$ cat config.mk
export PLATFORM = sky130hd
export DESIGN_NAME = prog_clkdiv_timer
export DESIGN_NICKNAME = d
export VERILOG_FILES = /design/src/rtl/clkdiv_pkg.sv /design/src/rtl/clkdiv_prescaler.sv /design/src/rtl/prog_clkdiv_timer.sv
export SDC_FILE = /design/constraint.sdc
export NUM_CORES = 1
export LEC_CHECK = 0
export CAP_MARGIN = 5
export CORE_MARGIN = 4
export CORE_UTILIZATION = 56
export DETAILED_ROUTE_END_ITERATION = 16
export PLACE_DENSITY_LB_ADDON = 0.25
export SYNTH_ARGS = -nofsm -noshare
export SYNTH_HDL_FRONTEND = slang
export SYNTH_SLANG_ARGS = --single-unit
$ cat constraint.sdc
create_clock -name clk -period 2.5 [get_ports clk]
set_input_delay 0.5 -clock clk [delete_from_list [all_inputs] [get_ports clk]]
set_output_delay 0.5 -clock clk [all_outputs]
set_load 0.01 [all_outputs]
$ cat src/rtl/clkdiv_pkg.sv
// rtl/clkdiv_pkg.sv - shared types and constants for the programmable clock divider/timer
package clkdiv_pkg;

  typedef enum logic {
    IDLE = 1'b0,
    RUN  = 1'b1
  } state_t;

  localparam logic MODE_PERIODIC = 1'b0;
  localparam logic MODE_ONESHOT  = 1'b1;

  localparam int DEF_WIDTH = 16;
  localparam int DEF_PRE_W = 4;

endpackage

$ cat src/rtl/clkdiv_prescaler.sv
// rtl/clkdiv_prescaler.sv - free-running prescaler, built only with CLKDIV_PRESCALE_EN
`ifdef CLKDIV_PRESCALE_EN
module clkdiv_prescaler #(
  parameter int PRE_W = 4
) (
  input  logic clk,
  input  logic arst,
  input  logic clr,
  input  logic en,
  output logic wrap
);

  logic [PRE_W-1:0] cnt;

  // wrap marks the enabled cycle on which the counter rolls over to zero
  assign wrap = en && (&cnt);

  // Prescale counter: clear wins over advance so a fresh start is phase-aligned
  always_ff @(posedge clk or negedge arst) begin
    if (!arst) begin
      cnt <= '0;
    end else if (clr) begin
      cnt <= '0;
    end else if (en) begin
      cnt <= cnt + {{(PRE_W-1){1'b0}}, 1'b1};
    end
  end

endmodule
`endif

$ cat src/rtl/prog_clkdiv_timer.sv
// rtl/prog_clkdiv_timer.sv - programmable divider/interval timer; optional prescaler via CLKDIV_PRESCALE_EN
import clkdiv_pkg::*;

module prog_clkdiv_timer #(
  parameter int WIDTH = DEF_WIDTH,
  parameter int PRE_W = DEF_PRE_W
) (
  input  logic             clk,
  input  logic             arst,
  input  logic             en,
  input  logic             load,
  input  logic             mode,
  input  logic [WIDTH-1:0] div_val,
  output logic             tick,
  output logic             clk_out,
  output logic             busy,
  output logic [WIDTH-1:0] count
);

  localparam logic [WIDTH-1:0] ONE = {{(WIDTH-1){1'b0}}, 1'b1};

  if (WIDTH < 2) begin : g_bad_width
    $error("prog_clkdiv_timer: WIDTH must be at least 2");
  end
  if (PRE_W < 1) begin : g_bad_pre_w
    $error("prog_clkdiv_timer: PRE_W must be at least 1");
  end

  state_t           state;
  logic [WIDTH-1:0] shadow;
  logic             mode_r;

  logic             load_ok;
  logic             start;
  logic             step;
  logic             eff_mode;
  logic [WIDTH-1:0] eff_shadow;

  // A load in the same cycle takes effect before the terminal-count decision
  assign load_ok    = load && (div_val != '0);
  assign start      = (state == IDLE) && load_ok;
  assign eff_mode   = load ? mode : mode_r;
  assign eff_shadow = load_ok ? div_val : shadow;

`ifdef CLKDIV_PRESCALE_EN
  logic pre_wrap;

  clkdiv_prescaler #(
    .PRE_W (PRE_W)
  ) u_prescaler (
    .clk  (clk),
    .arst (arst),
    .clr  (start),
    .en   (en && (state == RUN)),
    .wrap (pre_wrap)
  );

  assign step = pre_wrap;
`else
  assign step = en;
`endif

  // FSM, down-counter, shadow ratio and all registered outputs
  always_ff @(posedge clk or negedge arst) begin
    if (!arst) begin
      state   <= IDLE;
      shadow  <= '0;
      mode_r  <= MODE_PERIODIC;
      count   <= '0;
      tick    <= 1'b0;
      clk_out <= 1'b0;
      busy    <= 1'b0;
    end else begin
      tick <= 1'b0;
      if (state == IDLE) begin
        if (load_ok) begin
          state  <= RUN;
          busy   <= 1'b1;
          shadow <= div_val;
          mode_r <= mode;
          count  <= div_val - ONE;
        end
      end else begin
        if (load) begin
          mode_r <= mode;
        end
        if (load_ok) begin
          shadow <= div_val;
        end
        if (step) begin
          if (count != '0) begin
            count <= count - ONE;
          end else begin
            tick    <= 1'b1;
            clk_out <= ~clk_out;
            if ((eff_mode == MODE_ONESHOT) && !load_ok) begin
              state <= IDLE;
              busy  <= 1'b0;
              count <= '0;
            end else begin
              count <= eff_shadow - ONE;
            end
          end
        end
      end
    end
  end

endmodule

==> out/metrics.yaml, run 1 <==
run_status:
  status: "complete, but fails checks"
  violations: "negative setup slack"
pwr:
  power_frac_clock_pct: 21.5
  combPwrFrac_pct: 36.8
  power.switching_uw: 727
  powerDensity_nw_per_um2: 490
  p_leak_nw: 1.76
  internal_power_mw: 1.26
  p_seq_share_pct: 41.7
  ir_drop_mv: 0.383
  p_sw_share_pct: 36.6
route:
  viasPerCell: 6.05
  routedWlPerCell_um: 18.8
  via_count: 3202
  first_iter_violations: 378
  routed_wirelength_um: 9930
  ant_nets: 0
  drcViolationCount: 0
  drt_pass1_iterations: 5
floorplanning:
  die_w_um: 80.3
  rows: 26
  boundaryPins: 40
  die_area_um2: 6450
  coreArea_um2: 5070
  die_h_um: 80.3
  start_util_pct: 57.7
timing:
  period_needed_ns: 2.68
  report.final.setup_viol: 6
  tns_ns: -0.652
  slew_violations: 0
  finalHoldViolCount: 0
  clock_skew_ns: 0.00779
  worst_slack_ns: -0.185
  slew_headroom_pct: 42.5
  fin_crit_sh_pct: 107
  clock.fmax_mhz: 372
  timing.hold.ws_ns: 0.308
  rsz0062_at_grt: "yes"
  worst_pin_slew_ns: 0.863
yosys:
  netlist_area_um2: 2930
  synth_top_flop_cell: "dfrtp_1"
  yosysWarnings: 0
  synthArstFlopShare_pct: 100
  ys_types: 65
  synth_area_leaders: "dfrtp_1 32%, nand2_1 7.4%, xnor2_1 5.4%"
  synth_top_area_share_pct: 31.6
  synth-seq-area-share_pct: 31.6
  synth_cells: 361
  postSynthAreaPerCell_um2: 8.11
  syn_nets: 386
  yosys_register_bits: 37
  synth_largest_area_cell: "dfrtp_1"
  synth_edf_count: 0
clock_tree:
  h-tree-depth: 2
  cts_buffers: 5
  cts_tree: "done"
  root_buffer: "clkbuf_8"
  clock_latency_ns: 0.30
  cts_buffer_depth: 2
  cts_hold_buffers: 0
  clk_pin_slew_ns: 0.08
  clock-sinks: 37
final_layout:
  diodes: 0
  final_common_cell: "buf_4"
  multi_input_area_um2: 1980
  area_growth_syn_to_layout_pct: 38.4
  n_fill_cell: 365
  finalInstanceArea_um2: 4050
  drive_gt1_share_pct: 29.0
  finalNetCount: 483
  mostFrequentLayoutCells: "69 x buf_4, 56 x nand2_1, 37 x dfrtp_1"
  seq_area_um2: 926
placed_design:
  place_congestion: 1.01
  io_buffers: 39
  place_hpwl_um: 6990
  dpl_cell_area_um2: 3830
  dp_slack_ns: -0.896
critical_path:
  path_max_fanout: 5
  end_kind: "flip-flop"
  critPathMaxStageDelay_ns: 0.56
  path_cells: "clkdlybuf4s50_1, nor3_4, a31o_4, buf_6, a21oi_4, ha_4, nor3b_4, nand2_2, nor4b_2, mux2i_1, xor2_1, nand4_1, nand3_1"
  crit_arrival_ns: 2.86
  r2r_slack_ns: 0.12
  path_delay_family: "simple AND/OR/NAND/NOR gates"
  critPathLaunchType: "input pin"
  path_buf_inv: 2
  path_class: "in -> reg"
  r2r_cells: 8
  crit_slowest_cell: "clkdlybuf4s50_1"
  reg2reg_to: "count[11]$_DFFE_PN0P_"
  worstReg2RegStart: "count[0]$_DFFE_PN0P_"
  critPathRequiredTime_ns: 2.68
global_route:
  track_usage_pct: 32.4
  grt_pass1_vias: 3088
  gr-total-overflow: 0
  antenna_found_initial: 0
  grt_max_degree: 38
  grt_first_pass_wirelength_um: 16100
min_path:
  min_path_type: "in -> async"
run:
  drv_cap: 0
[what timing repair did]
item / in CTS / in global routing
pin swaps: 15 / 12
buffers inserted: 2 / 2
gates resized for setup: 41 / 22
setup endpoints to repair: 15 / 12
[sequential cells by signal (all words and copies together) (netlist names)]
register and count:
clk_out 1, state 1, busy 1, shadow 16, tick 1, mode_r 1
count 16
[cells by family after synthesis]
family / count (synthesis) / synth area share [%]
fa+ha+maj: 4 / 1.71
xor+xnor: 31 / 9.27
mux: 3 / 1.11
flops: 37 / 31.6
compound gates: 87 / 21.6
simple gates: 166 / 28.8
buf+inv: 33 / 5.94
[final cells by class]
class	count	area share [%]
well taps	70	2.16
inverters	11	1.02
clock buffers	6	1.79
repair buffers	112	23.1
clock inverters	2	0.247
multi-input cells	291	48.9
flip-flops and latches	37	22.8
[Yosys cell counts, drive strengths merged, types with 7 or more instances]
library cell and count:
nand2 58, buf 11, nor2 38, nor4 9
xor2 13, o22ai 7, xnor2 18, nand3 15
o21ai 22, a21oi 14, inv 11, dfrtp 37
clkbuf 11, nor3 16
[per-stage QoR]
step                      util [%]  std cells  power (mW)
after floorplan                  -        361        1.17
after global placement        75.5        517        1.51
after detailed placement      75.5        517        1.53
after CTS                     77.8        527        1.95
after global routing          79.9        529        2.09
final                         79.9        529        1.99
[worst max path at each step]
stage           startpoint                    end  slack, ns  depth (start not counted)
2_1_floorplan   div_val[4]  count[12]$_DFFE_PN0P_      -0.68                         16
3_3_place_gp    div_val[0]  count[12]$_DFFE_PN0P_      -0.75                         15
3_5_place_dp    div_val[0]  count[12]$_DFFE_PN0P_      -0.90                         15
4_1_cts         div_val[5]  count[12]$_DFFE_PN0P_      -0.19                         14
5_1_grt        div_val[12]  count[14]$_DFFE_PN0P_      -0.30                         13
6_report       div_val[12]  count[12]$_DFFE_PN0P_      -0.18                         13
[power by group through the flow]
stage | Clock, mW | Combinational [mW] | Sequential, mW
floorplan | 0 | 0.344 | 0.827
global placement | 0 | 0.688 | 0.822
detailed placement | 0 | 0.697 | 0.828
CTS | 0.428 | 0.701 | 0.817
global route | 0.454 | 0.792 | 0.844
finish | 0.428 | 0.730 | 0.829
[per-layer routing]
| metal | GRT usage, % | vias up | share of wire (%) |
|---|---|---|---|
| li1 | - | 1495 | - |
| met1 | 45.1 | 1498 | 42 |
| met2 | 50.0 | 179 | 47 |
| met3 | 5.83 | 30 | 8.8 |
| met4 | 12.2 | 0 | 2.9 |
| met5 | 0 | - | 0 |
Note: power is estimated with default switching activity, not from simulation.
==> run 2: changes to the inputs <==
--- a/config.mk
+++ b/config.mk
@@ -8,6 +8,7 @@
 export CAP_MARGIN = 5
 export CORE_MARGIN = 4
 export CORE_UTILIZATION = 56
+export CTS_CLUSTER_SIZE = 24
 export DETAILED_ROUTE_END_ITERATION = 16
 export PLACE_DENSITY_LB_ADDON = 0.25
 export SYNTH_ARGS = -nofsm -noshare
==> results of run 2 <==
Same layout as run 1: the final DEF is identical, and so are final timing and power.
